--- config.mk ---
export PLATFORM = sky130hd
export DESIGN_NAME = snake_motion_controller
export DESIGN_NICKNAME = d
export VERILOG_FILES = /design/src/rtl/snake_motion_controller.sv
export SDC_FILE = /design/constraint.sdc
export NUM_CORES = 2
export LEC_CHECK = 0
export ABC_AREA = 1
export CORE_UTILIZATION = 50
export CTS_BUF_LIST = sky130_fd_sc_hd__clkbuf_16
export DETAILED_ROUTE_END_ITERATION = 10
export PLACE_DENSITY = 0.74
export REMOVE_ABC_BUFFERS = 1
export SYNTH_ARGS = -nofsm -noshare
export SYNTH_HDL_FRONTEND = slang
export SYNTH_SLANG_ARGS = --single-unit
--- constraint.sdc ---
create_clock -name clk -period 11.05 [get_ports clk]
set_input_delay 1.105 -clock clk [delete_from_list [all_inputs] [get_ports clk]]
set_output_delay 1.105 -clock clk [all_outputs]
set_load 0.03 [all_outputs]
--- src/rtl/snake_motion_controller.sv ---
// Snake motion controller: holds the snake body as a register array, advances it
// on move ticks, detects wall and self collisions, and manages lives and the
// IDLE / RUN / RESPAWN / GAMEOVER game flow.
module snake_motion_controller #(
    parameter int COORD_WIDTH    = 10,
    parameter int BLOCK_SIZE     = 10,
    parameter int DISPLAY_WIDTH  = 64,
    parameter int DISPLAY_HEIGHT = 48,
    parameter int MAX_LENGTH     = 63,
    parameter int LENGTH_WIDTH   = 6,
    parameter int RESPAWN_TICKS  = 4
) (
    input  logic                    clk,
    input  logic                    reset_n,
    input  logic                    start,
    input  logic                    move_tick,
    input  logic                    dir_valid,
    input  logic [1:0]              dir_in,
    input  logic [LENGTH_WIDTH-1:0] length_in,
    input  logic                    life_up,
    input  logic [LENGTH_WIDTH-1:0] rd_idx,
    output logic [COORD_WIDTH-1:0]  head_x,
    output logic [COORD_WIDTH-1:0]  head_y,
    output logic [COORD_WIDTH-1:0]  rd_x,
    output logic [COORD_WIDTH-1:0]  rd_y,
    output logic [LENGTH_WIDTH-1:0] length,
    output logic [1:0]              lives,
    output logic                    moved,
    output logic                    life_lost,
    output logic                    game_over,
    output logic [1:0]              state
);

    localparam int SEGS    = MAX_LENGTH + 1;
    localparam int START_X = (DISPLAY_WIDTH / 2) * BLOCK_SIZE;
    localparam int START_Y = (DISPLAY_HEIGHT / 2) * BLOCK_SIZE;
    localparam int RW      = $clog2(RESPAWN_TICKS + 1);

    localparam logic signed [COORD_WIDTH:0] STEP  = (COORD_WIDTH + 1)'(BLOCK_SIZE);
    localparam logic signed [COORD_WIDTH:0] MAX_X = (COORD_WIDTH + 1)'(DISPLAY_WIDTH * BLOCK_SIZE);
    localparam logic signed [COORD_WIDTH:0] MAX_Y = (COORD_WIDTH + 1)'(DISPLAY_HEIGHT * BLOCK_SIZE);
    localparam logic signed [COORD_WIDTH:0] ZERO  = '0;

    typedef enum logic [1:0] {
        ST_IDLE     = 2'b00,
        ST_RUN      = 2'b01,
        ST_RESPAWN  = 2'b10,
        ST_GAMEOVER = 2'b11
    } state_t;

    typedef enum logic [1:0] {
        DIR_UP    = 2'b00,
        DIR_RIGHT = 2'b01,
        DIR_DOWN  = 2'b10,
        DIR_LEFT  = 2'b11
    } dir_t;

    state_t                    cur_state;
    state_t                    next_state;
    dir_t                      dir;
    dir_t                      pending_dir;
    dir_t                      eff_dir;
    logic [COORD_WIDTH-1:0]    seg_x [SEGS];
    logic [COORD_WIDTH-1:0]    seg_y [SEGS];
    logic [RW-1:0]             respawn_cnt;

    logic                      step;
    logic signed [COORD_WIDTH:0] next_hx;
    logic signed [COORD_WIDTH:0] next_hy;
    logic [COORD_WIDTH-1:0]    next_hx_t;
    logic [COORD_WIDTH-1:0]    next_hy_t;
    logic                      wall_hit;
    logic                      self_hit;
    logic                      collide;
    logic [LENGTH_WIDTH-1:0]   length_clamped;
    logic [1:0]                lives_base;
    logic [1:0]                lives_next;
    logic                      respawn_done;
    logic                      reload;
    logic                      reversal;

    // Starting x of segment idx; segments beyond the screen wrap in the coordinate width
    // but are never active with a reachable head position.
    function automatic logic [COORD_WIDTH-1:0] layout_x(input int idx);
        int v;
        v = START_X - BLOCK_SIZE * idx;
        return COORD_WIDTH'(v);
    endfunction

    assign state     = cur_state;
    assign game_over = (cur_state == ST_GAMEOVER);
    assign head_x    = seg_x[0];
    assign head_y    = seg_y[0];
    assign rd_x      = seg_x[rd_idx];
    assign rd_y      = seg_y[rd_idx];

    assign step         = (cur_state == ST_RUN) && move_tick;
    assign respawn_done = (cur_state == ST_RESPAWN) && move_tick &&
                          (respawn_cnt == RW'(RESPAWN_TICKS - 1));
    assign reload       = respawn_done || ((cur_state == ST_GAMEOVER) && start);
    assign collide      = step && (wall_hit || self_hit);
    assign next_hx_t    = next_hx[COORD_WIDTH-1:0];
    assign next_hy_t    = next_hy[COORD_WIDTH-1:0];

    // Candidate head position one grid step along the direction about to take effect.
    always_comb begin
        next_hx = $signed({1'b0, seg_x[0]});
        next_hy = $signed({1'b0, seg_y[0]});
        case (pending_dir)
            DIR_UP:    next_hy = $signed({1'b0, seg_y[0]}) - STEP;
            DIR_RIGHT: next_hx = $signed({1'b0, seg_x[0]}) + STEP;
            DIR_DOWN:  next_hy = $signed({1'b0, seg_y[0]}) + STEP;
            default:   next_hx = $signed({1'b0, seg_x[0]}) - STEP;
        endcase
    end

    // Wall check on the signed candidate so stepping off the left/top edge never wraps.
    always_comb begin
        wall_hit = (next_hx < ZERO) || (next_hx >= MAX_X) ||
                   (next_hy < ZERO) || (next_hy >= MAX_Y);
    end

    // Self check against segments 1..length-2; the tail is skipped because it moves away.
    always_comb begin
        self_hit = 1'b0;
        for (int i = 1; i < SEGS - 1; i++) begin
            if (((i + 2) <= int'(length)) &&
                (seg_x[i] == next_hx_t) && (seg_y[i] == next_hy_t)) begin
                self_hit = 1'b1;
            end
        end
    end

    // Target length from the fruit stage, held inside 1..MAX_LENGTH.
    always_comb begin
        length_clamped = length_in;
        if (length_in == '0) begin
            length_clamped = LENGTH_WIDTH'(1);
        end else if (length_in > LENGTH_WIDTH'(MAX_LENGTH)) begin
            length_clamped = LENGTH_WIDTH'(MAX_LENGTH);
        end
    end

    // Lives after an optional extra life, then after an optional collision.
    always_comb begin
        lives_base = lives;
        if (life_up && (cur_state != ST_GAMEOVER)) begin
            lives_base = (lives == 2'd3) ? 2'd3 : lives + 2'd1;
        end
        lives_next = collide ? lives_base - 2'd1 : lives_base;
    end

    // A requested turn is judged against the direction in force after this cycle.
    always_comb begin
        eff_dir  = step ? pending_dir : dir;
        reversal = (dir_in == (eff_dir ^ 2'b10));
    end

    // Next game state.
    always_comb begin
        next_state = cur_state;
        case (cur_state)
            ST_IDLE: begin
                if (start) next_state = ST_RUN;
            end
            ST_RUN: begin
                if (collide) next_state = (lives_next == 2'd0) ? ST_GAMEOVER : ST_RESPAWN;
            end
            ST_RESPAWN: begin
                if (respawn_done) next_state = ST_RUN;
            end
            default: begin
                if (start) next_state = ST_IDLE;
            end
        endcase
    end

    // State register.
    always_ff @(posedge clk or negedge reset_n) begin
        if (!reset_n) begin
            cur_state <= ST_IDLE;
        end else begin
            cur_state <= next_state;
        end
    end

    // Body array: reload the starting layout, or shift one step on a clean move.
    always_ff @(posedge clk or negedge reset_n) begin
        if (!reset_n) begin
            for (int i = 0; i < SEGS; i++) begin
                seg_x[i] <= layout_x(i);
                seg_y[i] <= COORD_WIDTH'(START_Y);
            end
        end else if (reload) begin
            for (int i = 0; i < SEGS; i++) begin
                seg_x[i] <= layout_x(i);
                seg_y[i] <= COORD_WIDTH'(START_Y);
            end
        end else if (step && !collide) begin
            for (int i = 1; i < SEGS; i++) begin
                seg_x[i] <= seg_x[i-1];
                seg_y[i] <= seg_y[i-1];
            end
            seg_x[0] <= next_hx_t;
            seg_y[0] <= next_hy_t;
        end
    end

    // Current and pending direction; reversals of the effective direction are dropped.
    always_ff @(posedge clk or negedge reset_n) begin
        if (!reset_n) begin
            dir         <= DIR_RIGHT;
            pending_dir <= DIR_RIGHT;
        end else if (reload) begin
            dir         <= DIR_RIGHT;
            pending_dir <= DIR_RIGHT;
        end else begin
            if (step) dir <= pending_dir;
            if (dir_valid && !reversal) pending_dir <= dir_t'(dir_in);
        end
    end

    // Active length: follows the fruit stage on every run tick and on respawn.
    always_ff @(posedge clk or negedge reset_n) begin
        if (!reset_n) begin
            length <= LENGTH_WIDTH'(3);
        end else if ((cur_state == ST_GAMEOVER) && start) begin
            length <= LENGTH_WIDTH'(3);
        end else if (respawn_done || step) begin
            length <= length_clamped;
        end
    end

    // Lives counter and the one-cycle moved / life_lost strobes.
    always_ff @(posedge clk or negedge reset_n) begin
        if (!reset_n) begin
            lives     <= 2'd3;
            moved     <= 1'b0;
            life_lost <= 1'b0;
        end else begin
            if ((cur_state == ST_GAMEOVER) && start) begin
                lives <= 2'd3;
            end else begin
                lives <= lives_next;
            end
            moved     <= step && !collide;
            life_lost <= collide;
        end
    end

    // Counts move ticks spent paused after a lost life.
    always_ff @(posedge clk or negedge reset_n) begin
        if (!reset_n) begin
            respawn_cnt <= '0;
        end else if (cur_state != ST_RESPAWN) begin
            respawn_cnt <= '0;
        end else if (move_tick) begin
            respawn_cnt <= respawn_done ? '0 : respawn_cnt + RW'(1);
        end
    end

endmodule

==> reports/results.ini <==
[finish]
stdcell_area_um2=78100
area_growth_syn_to_layout_pct=6.59
layout_commonest_cell=nand2_1
n_fill_cell=13800
layout-drive-gt1-share_pct=9.34
layout_common_cells=2245 x nand2_1, 1711 x inv_1, 1160 x o22ai_1
fin_nets=9923
fin_cells=11900

[cts]
cts_resized=0
htree_levels=4
cts_tree=done
cts_made_buffers=135
clkTransAtPathRegs_ns=0.06
numClockSinks=1171
clockBufferDepth=3
cts-root-buf=clkbuf_16
hold_buffers=0
postCtsSetupBuffers=0
clk_latency_ns=0.80

[floorplanning]
die-area_um2=148000
rows=140
die_w_um=385
start_util_pct=50.3
core_um2=146000
ios=73
die_y_um=385

[power_and_ir_drop]
vdd_drop_max_mv=0.415
p_per_area_nw_per_um2=359
p_leak_nw=36.9

[critical_path]
cp.arrival_ns=8.95
cp_common_cell=nand2_1
startpoint_type=register
cp_max_fo=232
crit_type=register to register
critical-path-max-stage-delay_ns=0.74
crit_required_ns=11.78
cp-end-kind=register
critPathSlowestCell=buf_12

[synthesis]
synth_flop_cell=dfrtp_1
synth_area_leaders=dfrtp_1 21%, dfstp_2 20%, nand2_1 12%
syn_area_um2=73300
synth.top_cell.area_share_pct=21.3
async_flop_share_pct=100
syn_area_per_cell_um2=7.10
synth_seq_cells=1171
yosysSeqAreaShare_pct=40.9
synth_cell_type_count=48
yosysTopAreaCell=dfrtp_1
synth_edf_count=0
synthCells=10300
yosysWarnings=0

[place]
dp_cells=11700
routabilityCongestion=0.955
postPlaceCellArea_um2=74000
place_hpwl_mm=159
numPortBuffers=68
pre_cts_ws_ns=3.21

[global_route]
grt_pass1_vias=67200
grt_max_degree=233
grtUsageTotal_pct=33.4
grt_first_pass_wirelength_mm=389
gr-total-overflow=0
antenna_found_initial=6

[sta]
setup_slack_ns=2.83
clock_skew_ns=0.0305
max-slew-margin-rel_pct=18.1
worst_pin_slew_ns=1.23
setup_tns_ns=0
min_period_ns=8.22
whs_ns=0.383
grt_setup_unrepaired=false
period_share_pct=74.3
finalSetupViolCount=0
finalHoldViolations=0
slew_violations=0
max_freq_mhz=122

[worst_hold_path]
hp-class=primary input to async pin

[routing]
wl_mm=252
vias=72800
drt_drc_violations_left=0
firstDrtPassIters=9
drtIter0Drc=10300
ant_nets=0
drt-wirelength-per-cell_um=21.1
via_per_inst=6.11

[status]
status=finished clean

[run]
maxCapViolations=0

[final timing paths]
path,from,end,slack (ns),depth (start not counted)
setup / recovery,pending_dir[0],head_y[6],2.83,31
hold / removal,reset_n,seg_y[99],0.38,1
setup reg to reg,pending_dir[0],head_y[6],2.83,31
hold reg to reg,respawn_cnt[1],respawn_cnt[1],0.50,2
max in group asynchronous,reset_n,seg_x[331],8.36,3
min in group clk,respawn_cnt[1],respawn_cnt[1],0.50,2
[metrics by stage]
step | power [mW] | util [%]
finish | 28.0 | 53.6
global route | 29.9 | 53.6
CTS | 27.6 | 53.6
detailed placement | 23.3 | 50.9
global placement | 22.9 | 50.9
floorplan | 19.5 | -
[routing by layer]
layer	vias to the layer above	GRT usage, %	routed length [um]
li1	33100	-	-
met1	34800	44.7	98600
met2	4153	50.3	112000
met4	4	17.9	14200
met5	-	0	20
met3	778	7.40	27100
[layout make-up]
class / count / area [um^2] / area share, %
clock inverter: 102 / 531 / 0.679
clock buffer: 141 / 3530 / 4.52
inverter: 1718 / 6470 / 8.28
timing repair buffer: 180 / 1790 / 2.29
sequential: 1171 / 30000 / 38.4
multi-input combinational: 6679 / 33400 / 42.8
tap: 1917 / 2400 / 3.07
antenna: 2 / 5.00 / 0.00641
[registers in the layout (all words and copies together), names as in the netlist]
| signal | count |
|---|---|
| head_y | 9 |
| moved | 1 |
| length | 6 |
| lives | 2 |
| seg_x | 567 |
| head_x | 9 |
| dir | 2 |
| seg_y | 567 |
| state | 2 |
| pending_dir | 2 |
| respawn_cnt | 3 |
| life_lost | 1 |
[worst max-delay path, delay by kind of cell (launching register included)]
kind	cells	cell delay, ns
AOI/OAI and AO/OA	1	0.19
adders and majority gates	1	0.35
buffers and inverters	7	3.34
DFF	1	0.51
and+or+nand+nor	22	3.35
[logic make-up after synthesis]
| group | count (synthesis) | synth area share (%) |
|---|---|---|
| XOR/XNOR | 245 | 2.93 |
| other | 1 | 0.00512 |
| AND/OR/NAND/NOR | 3875 | 21.6 |
| AO/OA/AOI/OAI | 2537 | 20.5 |
| adder cells (fa/ha/maj) | 18 | 0.328 |
| buffers and inverters | 2474 | 13.7 |
| flip-flops | 1171 | 40.9 |
[power breakdown]
group	internal, mW	switching [mW]	leakage (nW)	total, mW
clock	2.38	1.88	2.14	4.26
combinational	4.65	10.9	20.5	15.6
sequential	6.57	1.63	14.3	8.20
[synth_stat cells, types with 121 or more instances]
master and count:
dfrtp_1 623, nor2_1 780, nand2_1 2264, inv_1 1676, dfstp_2 548, nand3_1 652
buf_2 323, a221oi_1 121, xor2_1 230, o21ai_0 753, o22ai_1 1160, a21oi_1 362
clkbuf_1 317
Note: power is estimated with default switching activity, not from simulation.
